$ cat src/rtl/fb_scanout.sv
// fb_scanout: 640x480@60 raster timing and framebuffer scan-out.
// Drives a linear read address to framebuffer port B and realigns its
// 1-cycle read data with hsync/vsync/de/frame_start for the TMDS encoder.
// Ports:
//   clk, rst_n   pixel clock, async active-low reset
//   en           scan enable; low holds the raster idle at (0,0)
//   addr_b       framebuffer port-B read address
//   rdata_b      port-B read data, valid one clock after addr_b
//   hsync, vsync sync outputs, polarity set by SYNC_POL
//   de, rgb      data enable and pixel data (rgb=0 when de=0)
//   frame_start  one-cycle pulse with output pixel (0,0)
module fb_scanout #(
    parameter int H_ACTIVE   = 640,
    parameter int H_FP       = 16,
    parameter int H_SYNC     = 96,
    parameter int H_BP       = 48,
    parameter int V_ACTIVE   = 480,
    parameter int V_FP       = 10,
    parameter int V_SYNC     = 2,
    parameter int V_BP       = 33,
    parameter int addr_width = 19,
    parameter int data_width = 12,
    parameter bit SYNC_POL   = 1'b0
) (
    input  logic                  clk,
    input  logic                  rst_n,
    input  logic                  en,
    output logic [addr_width-1:0] addr_b,
    input  logic [data_width-1:0] rdata_b,
    output logic                  hsync,
    output logic                  vsync,
    output logic                  de,
    output logic [data_width-1:0] rgb,
    output logic                  frame_start
);

    localparam int H_TOTAL = H_ACTIVE + H_FP + H_SYNC + H_BP;
    localparam int V_TOTAL = V_ACTIVE + V_FP + V_SYNC + V_BP;
    localparam int HW = $clog2(H_TOTAL);
    localparam int VW = $clog2(V_TOTAL);

    localparam logic [HW-1:0] H_LAST = HW'(H_TOTAL - 1);
    localparam logic [HW-1:0] H_ACT  = HW'(H_ACTIVE);
    localparam logic [HW-1:0] HS_BEG = HW'(H_ACTIVE + H_FP);
    localparam logic [HW-1:0] HS_END = HW'(H_ACTIVE + H_FP + H_SYNC);
    localparam logic [VW-1:0] V_LAST = VW'(V_TOTAL - 1);
    localparam logic [VW-1:0] V_ACT  = VW'(V_ACTIVE);
    localparam logic [VW-1:0] VS_BEG = VW'(V_ACTIVE + V_FP);
    localparam logic [VW-1:0] VS_END = VW'(V_ACTIVE + V_FP + V_SYNC);

    localparam logic INACT = ~SYNC_POL;

    // run marks that h_cnt/v_cnt hold a live raster position; the first
    // enabled edge only sets run so that (0,0) is the first counted pixel.
    logic                  run;
    logic [HW-1:0]         h_cnt;
    logic [VW-1:0]         v_cnt;
    logic [addr_width-1:0] addr_cnt;

    logic act0;
    logic hs0;
    logic vs0;
    logic fs0;
    logic v_blank;

    logic de1, hs1, vs1, fs1;
    logic de2, hs2, vs2, fs2;

    always_comb begin
        act0    = 1'b0;
        hs0     = 1'b0;
        vs0     = 1'b0;
        fs0     = 1'b0;
        v_blank = (v_cnt >= V_ACT);
        if (run) begin
            act0 = (h_cnt < H_ACT) && (v_cnt < V_ACT);
            hs0  = (h_cnt >= HS_BEG) && (h_cnt < HS_END);
            vs0  = (v_cnt >= VS_BEG) && (v_cnt < VS_END);
            fs0  = (h_cnt == '0) && (v_cnt == '0);
        end
    end

    // Raster counters
    always_ff @(posedge clk or negedge rst_n) begin
        if (!rst_n) begin
            run   <= 1'b0;
            h_cnt <= '0;
            v_cnt <= '0;
        end else if (!en) begin
            run   <= 1'b0;
            h_cnt <= '0;
            v_cnt <= '0;
        end else begin
            run <= 1'b1;
            if (run) begin
                if (h_cnt == H_LAST) begin
                    h_cnt <= '0;
                    if (v_cnt == V_LAST) v_cnt <= '0;
                    else                 v_cnt <= v_cnt + 1'b1;
                end else begin
                    h_cnt <= h_cnt + 1'b1;
                end
            end
        end
    end

    // Linear address: addr_cnt is the next pixel's address, addr_b the
    // registered read address presented to the RAM.
    always_ff @(posedge clk or negedge rst_n) begin
        if (!rst_n) begin
            addr_cnt <= '0;
            addr_b   <= '0;
        end else if (!en) begin
            addr_cnt <= '0;
            addr_b   <= '0;
        end else if (act0) begin
            addr_b   <= addr_cnt;
            addr_cnt <= addr_cnt + 1'b1;
        end else if (v_blank) begin
            addr_cnt <= '0;
            addr_b   <= '0;
        end
    end

    // Timing flags ride alongside the address and RAM latency
    always_ff @(posedge clk or negedge rst_n) begin
        if (!rst_n) begin
            {de1, hs1, vs1, fs1} <= '0;
            {de2, hs2, vs2, fs2} <= '0;
        end else if (!en) begin
            {de1, hs1, vs1, fs1} <= '0;
            {de2, hs2, vs2, fs2} <= '0;
        end else begin
            {de1, hs1, vs1, fs1} <= {act0, hs0, vs0, fs0};
            {de2, hs2, vs2, fs2} <= {de1, hs1, vs1, fs1};
        end
    end

    // Output register, aligned with rdata_b
    always_ff @(posedge clk or negedge rst_n) begin
        if (!rst_n) begin
            hsync       <= INACT;
            vsync       <= INACT;
            de          <= 1'b0;
            rgb         <= '0;
            frame_start <= 1'b0;
        end else if (!en) begin
            hsync       <= INACT;
            vsync       <= INACT;
            de          <= 1'b0;
            rgb         <= '0;
            frame_start <= 1'b0;
        end else begin
            hsync       <= hs2 ? SYNC_POL : INACT;
            vsync       <= vs2 ? SYNC_POL : INACT;
            de          <= de2;
            rgb         <= de2 ? rdata_b : '0;
            frame_start <= fs2;
        end
    end

endmodule

$ cat config.mk
export PLATFORM = sky130hd
export DESIGN_NAME = fb_scanout
export DESIGN_NICKNAME = d
export VERILOG_FILES = /design/src/rtl/fb_scanout.sv
export SDC_FILE = /design/constraint.sdc
export NUM_CORES = 1
export LEC_CHECK = 0
export CAP_MARGIN = 30
export CORE_MARGIN = 2
export CORE_UTILIZATION = 60
export CTS_BUF_LIST = sky130_fd_sc_hd__clkbuf_2
export DETAILED_ROUTE_END_ITERATION = 7
export DONT_BUFFER_PORTS = 1
export GPL_ROUTABILITY_DRIVEN = 0
export PLACE_DENSITY = 0.77
export SETUP_SLACK_MARGIN = 0.02
export SLEW_MARGIN = 0
export SYNTH_ARGS = -nofsm -noshare
export SYNTH_HDL_FRONTEND = slang
export SYNTH_SLANG_ARGS = --single-unit
$ cat constraint.sdc
create_clock -name clk -period 2.27 [get_ports clk]
set_input_delay 0.3405 -clock clk [delete_from_list [all_inputs] [get_ports clk]]
set_output_delay 0.3405 -clock clk [all_outputs]
set_load 0.1 [all_outputs]
# == Word-level counts from Yosys, hierarchy flattened ==
# Index checks and enable logic that the tools add are counted.
# totals
output_inout_bits,35
rom_bits,0
memories,0
inputBits,15
latch_bits,0
elab_cells,73
ramBits,0
ff_bits,83
# op_classes
n_shift,0
multipliers,0
bitwise_logic,0
n_mux,33
n_lt_le_gt_ge,7
div,0
n_eq_ne,5
addsub,3
reduce_logical,7
# ops
operator,count
two-way mux 19 bit,5
two-way mux 10 bit,7
two-way mux 12 bit,2
"adder 10 x 1 -> 10 bit, second input constant",2
"== test 10 bit, second input constant",2
"greater-or-equal comparator 10 x 9 -> 1 bit, second input constant",2
zero test 10 bit,2
"less-than comparator 10 bit, second input constant",2
"less-than comparator 10 x 9 -> 1 bit, second input constant",2
"adder 19 x 1 -> 19 bit, second input constant",1
two-way mux 1 bit,19
"greater-or-equal comparator 10 bit, second input constant",1
logical AND 1 bit,4
"inequality test 2 x 1 -> 1 bit, second input constant",2
"inequality test 3 x 1 -> 1 bit, second input constant",1
AND reduction 2 bit,1

# == Longest topological paths before layout ==
# Gate-level depths: netlist of run 1.
# logic_depth
depth_word,5
depth_mapped,6
mapped_depth_nobuf,6

# == Least setup slack after synthesis of run 1 ==
# Ideal clock, no wire load.
# synth_path
kind,register -> register
start,register h_cnt[7]
end,register v_cnt[4]
arrival_ps,1842
setup_slack_ps,350
stages_incl_launch_ff,5
t_required_ps,2193
path_cell_list,dfrtp_1 -> or3_4 -> or3_4 -> or4_1 -> a21oi_1
# synth_between
elab_chain_cells,3
# synth_lines
element,line_no,text
start: declaration,56,logic [HW-1:0] h_cnt;
start signal: assignment,101,h_cnt <= h_cnt + 1'b1;
== test 10 bit,96,if (h_cnt == H_LAST) begin
inequality test 2 x 1 -> 1 bit (no source line),--,
AND reduction 2 bit (no source line),--,
end signal: assignment,99,else v_cnt <= v_cnt + 1'b1;
end: declaration,57,logic [VW-1:0] v_cnt;
# No other way between the ends.
# A chain may end at the register's enable or synchronous reset.

# == Final worst setup path of run 1 ==
# Same ends and word-level chain as after synthesis.

==> summary.log, run 1 <==
[routing] total detailed-routing wirelength 8310 um
[logic_synthesis] top cell types by occurrence after synthesis 81 x dfrtp_1, 55 x nand2_1, 39 x a21oi_1
[global_routing] met3 GRT Util 4.35%
[routing] via density per instance 5.99
[global_routing] sum of overflow across all layers after global routing 0
[clocking] # H-tree levels 3
[power_and_ir_drop] Static Leakage 1.95 nW
[die] width of the chip 82.3 um
[clocking] post-CTS setup buffer count 0
[clocking] number of clock sinks seen by CTS 83
[cells_and_area] number of antenna cells inserted 0
[logic_synthesis] number of standard cells after synthesis 365
[routing] DRC marker count from the first detailed-route iteration 192
[run] max-cap violation count 0
[clocking] number of buffers on the longest clock path 2
[placement] HPWL after DPL 5140 um
[power_and_ir_drop] power per cell area 631 nW/um^2
[sta] post-route setup TNS 0 ns
[critical_path] Worst Setup Start Kind flop
[clocking] number of cells upsized or downsized after cts 0
[die] floorplan die area 6780 um^2
[die] Cell Rows 28
[logic_synthesis] number of register bits inferred by synthesis 83
[logic_synthesis] syn nets 385
[logic_synthesis] share of async-settable or async-resettable flops after synthesis 100%
[critical_path] data arrival time of the critical path 2.57 ns
[power_and_ir_drop] peak supply drop 0.370 mV
[sta] Final Critical Period 2.10 ns
[global_routing] Global Route Usage Sum 26.8%
[sta] Slew HR 40.8%
[sta] Fin. Hold Viols 0
[critical_path] critical path type reg -> reg
[routing] First-pass DRT Iterations 4
[routing] total DRC errors in the routed layout 0
[logic_synthesis] fraction of the yosys area taken by sequential cells 56.5%
[logic_synthesis] number of enable flip-flop cells after synthesis 0
[global_routing] largest net degree at the start of global routing 84
[critical_path] maximum fanout along the worst path 6
[cells_and_area] growth of design area from synthesis to finish 16.6%
[logic_synthesis] number of synthesis warnings 0
[die] I/O pin count 50
[sta] number of setup violations in the final report 0
[global_routing] met1 demand-to-capacity share in global routing 35.1%
[sta] measured slew at the worst slew-check pin 0.888 ns
[logic_synthesis] area share of the largest cell type after synthesis 55.0%
[global_routing] number of global-route vias before repair 2868
[critical_path] FF-to-FF setup slack 0.17 ns
[clocking] cts bufs inserted 9
[sta] RSZ-0062 raised after global routing no
[sta] Worst Hold Slack 0.0472 ns
[die] floorplan die height 82.3 um
[status] outcome complete, no violations
[logic_synthesis] most area-hungry cell type in the Yosys netlist dfrtp_1
[routing] Avg WL per Cell 17.0 um
[logic_synthesis] Avg Cell Area, Syn 10.1 um^2
[global_routing] most used routing layer in global routing met2
[clocking] number of buffers added to fix hold violations after cts 15
[routing] antenna viol nets, final 0
[clocking] clock tree from TritonCTS yes
[global_routing] first-pass GRT wire length 13500 um
[critical_path] type of destination of the critical path flop
[logic_synthesis] most common cell in the netlist dfrtp_1
[placement] IO buf count 0
[critical_path] required time of the critical path 2.74 ns
[clocking] source-to-sink clock delay at the later pin of the worst-skew pair 0.55 ns
[sta] final number of max-transition violations 0
[routing] total via count in the routed design 2937
[sta] Max Clock Freq 476 MHz
[die] area of the core 5920 um^2
[cells_and_area] number of nets in the finished design 430
[logic_synthesis] predominant post-synthesis flop cell dfrtp_1
[global_routing] initial antenna violation count 0
[logic_synthesis] distinct cell type count after synthesis 43
[die] Starting Density 62.2%
[clocking] CTS root buffer clkbuf_2
[logic_synthesis] main area contributors after synthesis dfrtp_1 55%, nand2_1 5.6%, a21oi_1 5.3%
[clocking] register clock-pin slew on the reported worst setup and hold paths 0.24 ns
[power_and_ir_drop] Pwr Total 2.71 mW
[global_routing] global-route met2 utilization 43.4%
[sta] post-route clock period utilization 92.5%
[cells_and_area] layout cell share with drive strength beyond 1 15.2%
[worst_hold_path] type of the most critical hold path in -> reg
[logic_synthesis] netlist area before placement 3680 um^2
[sta] Clock Skew 0.0302 ns
## where the power goes
group / switching, mW / total (mW) / internal, mW
sequential: 0.0349 / 1.54 / 1.50
clock: 0.514 / 0.994 / 0.480
combinational: 0.124 / 0.182 / 0.0574
total: 0.673 / 2.71 / 2.04
## flip-flops by register name, summed over array words and instances (netlist names), 10 cells and up
register  flops
rgb          12
addr_b       19
addr_cnt     19
v_cnt        10
h_cnt        10
## stage by stage
step | worst slack, ns | instance area (um^2) | cells | util, %
2_1_floorplan | 0.350 | 3680 | 365 | -
5_1_grt | 0.115 | 4290 | 490 | 72.5
3_5_place_dp | 0.239 | 3970 | 459 | 67.1
3_3_place_gp | 0.283 | 3970 | 459 | 67.1
4_1_cts | 0.183 | 4290 | 490 | 72.5
6_report | 0.171 | 4290 | 490 | 72.5
## cells by family after synthesis
| family | count (synthesis) | synth area share (%) |
|---|---|---|
| AND/OR/NAND/NOR | 165 | 24.0 |
| XOR/XNOR | 13 | 3.09 |
| flip-flops | 83 | 56.5 |
| AO/OA/AOI/OAI | 71 | 11.2 |
| multiplexers | 2 | 0.578 |
| buffers and inverters | 26 | 2.89 |
| adder cells (fa/ha/maj) | 5 | 1.70 |
## worst paths after layout
kind,from,end,cells past startpoint
min in group asynchronous,rst_n,de,2
max reg2reg,h_cnt[7],v_cnt[4],4
max,h_cnt[7],v_cnt[4],4
min reg2reg,vs2,vsync,1
min,en,v_cnt[9],3
max in group asynchronous,rst_n,h_cnt[9],2
## cell usage in the layout, fill, tap and decap left out, drive strengths merged, types with 3 or more instances in the layout
cell	n
a21oi	39
and2	12
and3	18
and4	3
buf	36
bufinv	3
clkbuf	11
dfrtp	81
dlygate4sd3	14
ha	5
inv	10
nand2	55
nand2b	3
nand3	16
nand4	12
nor2	15
nor4	3
o21ai	12
o31ai	10
or3	11
or4	13
xor2	11
## metal layers
layer	wire length, um	vias up
met5	0	-
met4	196	0
met3	495	19
met2	4140	103
met1	3480	1431
li1	-	1384
## area by class of cell
class / instances / area (um^2)
Inverter: 10 / 37.5
Timing Repair Buffer: 50 / 430
Clock buffer: 11 / 55.1
Sequential cell: 83 / 2080
Tap cell: 75 / 93.8
Clock inverter: 5 / 101
Multi-Input combinational cell: 256 / 1500
Fill cell: 403 / 1630
## worst max-delay path: stages (launching register included)
cell	delay, ns
dfrtp_1	0.49
or3_4	0.45
or3_4	0.43
or4_1	0.52
a21oi_1	0.15
No activity file was read; power rests on OpenSTA's default activity.
==> run 2, diff against run 1 <==
HOLD_SLACK_MARGIN = 0.05   (was unset)
==> summary.log, run 2 (synthesis gave the netlist of run 1 again) <==
[status] outcome complete, no violations
[cells_and_area] layout cell share with drive strength beyond 1 15.1% [-0.073 points]
[critical_path] data arrival time of the critical path 2.58 ns [about the same]
[routing] Avg WL per Cell 16.9 um [-0.18%]
[die] floorplan die area 6780 um^2 [unchanged]
[cells_and_area] area taken by multi-input logic gates 1500 um^2 [unchanged]
[run] max-cap violation count 0 [unchanged]
[sta] number of setup violations in the final report 0 [unchanged]
[cells_and_area] # fillers 401 [-0.50%]
[routing] total detailed-routing wirelength 8330 um [+0.23%]
[global_routing] number of global-route vias before repair 2868 [unchanged]
[die] Cell Rows 28 [unchanged]
[sta] measured slew at the worst slew-check pin 0.888 ns [+0.0000557 ns]
[cells_and_area] Storage cell area 2080 um^2 [unchanged]
[critical_path] Worst Setup Start Kind flop
[die] area of the core 5920 um^2 [unchanged]
[sta] Slew HR 40.8% [about the same]
[placement] IO buf count 0 [unchanged]
[routing] total DRC errors in the routed layout 0 [unchanged]
[clocking] clock tree from TritonCTS yes
[sta] Fin. Hold Viols 0 [unchanged]
[sta] Max Clock Freq 477 MHz [about the same]
[clocking] number of buffers on the longest clock path 2 [unchanged]
[cells_and_area] most common cell after layout, fill and taps aside dfrtp_1
[sta] final number of max-transition violations 0 [unchanged]
[worst_hold_path] type of the most critical hold path in -> reg
[global_routing] first-pass GRT wire length 13600 um [+0.56%]
[clocking] post-CTS setup buffer count 0 [unchanged]
[routing] First-pass DRT Iterations 4 [unchanged]
[placement] HPWL after DPL 5140 um [unchanged]
[cells_and_area] growth of design area from synthesis to finish 17.2%
[power_and_ir_drop] peak supply drop 0.367 mV [-0.60%]
[global_routing] sum of overflow across all layers after global routing 0 [unchanged]
[power_and_ir_drop] power per cell area 629 nW/um^2 [-0.27%]
[power_and_ir_drop] Static Leakage 1.96 nW [+0.43%]
[clocking] number of clock sinks seen by CTS 83 [unchanged]
[global_routing] Global Route Usage Sum 26.9% [+0.16 points]
[cells_and_area] number of antenna cells inserted 0 [unchanged]
[clocking] CTS root buffer clkbuf_2
[power_and_ir_drop] Pwr Total 2.72 mW [+0.19%]
[routing] via density per instance 6.02 [+0.48%]
[sta] Clock Skew 0.0267 ns [-0.00352 ns]
[cells_and_area] registers with the most flip-flops addr_b: 19 flops, addr_cnt: 19 flops, rgb: 12 flops
[die] Starting Density 62.2% [unchanged]
[sta] post-route setup TNS 0 ns [unchanged]
[sta] post-route clock period utilization 92.4% [about the same]
[cells_and_area] number of nets in the finished design 432 [+0.47%]
[critical_path] maximum fanout along the worst path 6 [unchanged]
[cells_and_area] most used cells in the layout excluding fill and tap cells 81 x dfrtp_1, 55 x nand2_1, 39 x a21oi_1, 35 x buf_4
[critical_path] type of destination of the critical path flop
[sta] Final Critical Period 2.10 ns [-0.000582 ns]
[clocking] register clock-pin slew on the reported worst setup and hold paths 0.22 ns [-0.02 ns]
[die] floorplan die height 82.3 um [unchanged]
[critical_path] required time of the critical path 2.75 ns [about the same]
[routing] antenna viol nets, final 0 [unchanged]
[critical_path] critical path type reg -> reg
[routing] total via count in the routed design 2963 [+0.89%]
[die] width of the chip 82.3 um [unchanged]
[global_routing] largest net degree at the start of global routing 84 [unchanged]
[clocking] # H-tree levels 3 [unchanged]
[routing] DRC marker count from the first detailed-route iteration 200 [+4.2%]
[die] I/O pin count 50 [unchanged]
[clocking] source-to-sink clock delay at the later pin of the worst-skew pair 0.54 ns [about the same]
[sta] RSZ-0062 raised after global routing no
[clocking] cts bufs inserted 9 [unchanged]
[global_routing] initial antenna violation count 0 [unchanged]
run 2: changes by cell type in the layout (fill, tap and decap cells not counted):
cell / change
dlygate4sd3_1: +2
run 2: path summary, 6_finish.rpt:
kind	from	to	slack, ns	cells past startpoint
max	h_cnt[7]	v_cnt[4]	0.17	4
min	en	h_cnt[0]	0.12	2
max reg2reg	h_cnt[7]	v_cnt[4]	0.17	4
min reg2reg	vs2	vsync	0.39	1
max in group asynchronous	rst_n	h_cnt[9]	1.60	2
min in group asynchronous	rst_n	de	0.31	2
run 2: area by class of cell:
cell class	count	share of cell area, %
Sequential cell	83	48.2
Multi-Input combinational cell	256	34.7
Timing Repair Buffer	52	10.4
Clock inverter	5	2.35
Tap cell	75	2.18
Clock buffer	11	1.28
Inverter	10	0.870
run 2: power by group:
part / switching, mW / internal [mW]
combinational: 0.125 / 0.0597
clock: 0.516 / 0.480
sequential: 0.0347 / 1.50
total: 0.676 / 2.04
run 2: critical path: stages, from the launching register on:
cell	delay (ns)
dfrtp_1	0.50
or3_4	0.45
or3_4	0.43
or4_1	0.52
a21oi_1	0.15
run 2: per-layer routing:
metal | GRT usage [%] | vias to the layer above | part of all wire, %
met5 | 0 | - | 0
met4 | 13.5 | 0 | 2.7
met3 | 4.24 | 23 | 6.9
met2 | 43.5 | 118 | 49
met1 | 35.4 | 1434 | 42
li1 | - | 1388 | -
run 2: through the flow:
stage               setup WS [ns]  instance area, um^2  instances  hold WS [ns]  utilization (%)
detailed placement          0.239                 3970        459        0.0467             67.1
global placement            0.283                 3970        459        0.0466             67.1
floorplan                   0.350                 3680        365        0.0449                -
global route                0.108                 4310        492         0.141             72.9
CTS                         0.183                 4300        491        0.0522             72.7
finish                      0.172                 4310        492         0.123             72.9
run 2: repair_timing:
item                                    4_1_cts  5_1_grt
endpoints found under the hold margin       117        2
resized for setup                             0        0
hold buffers                                 16        1
endpoints found under the setup margin        0        0
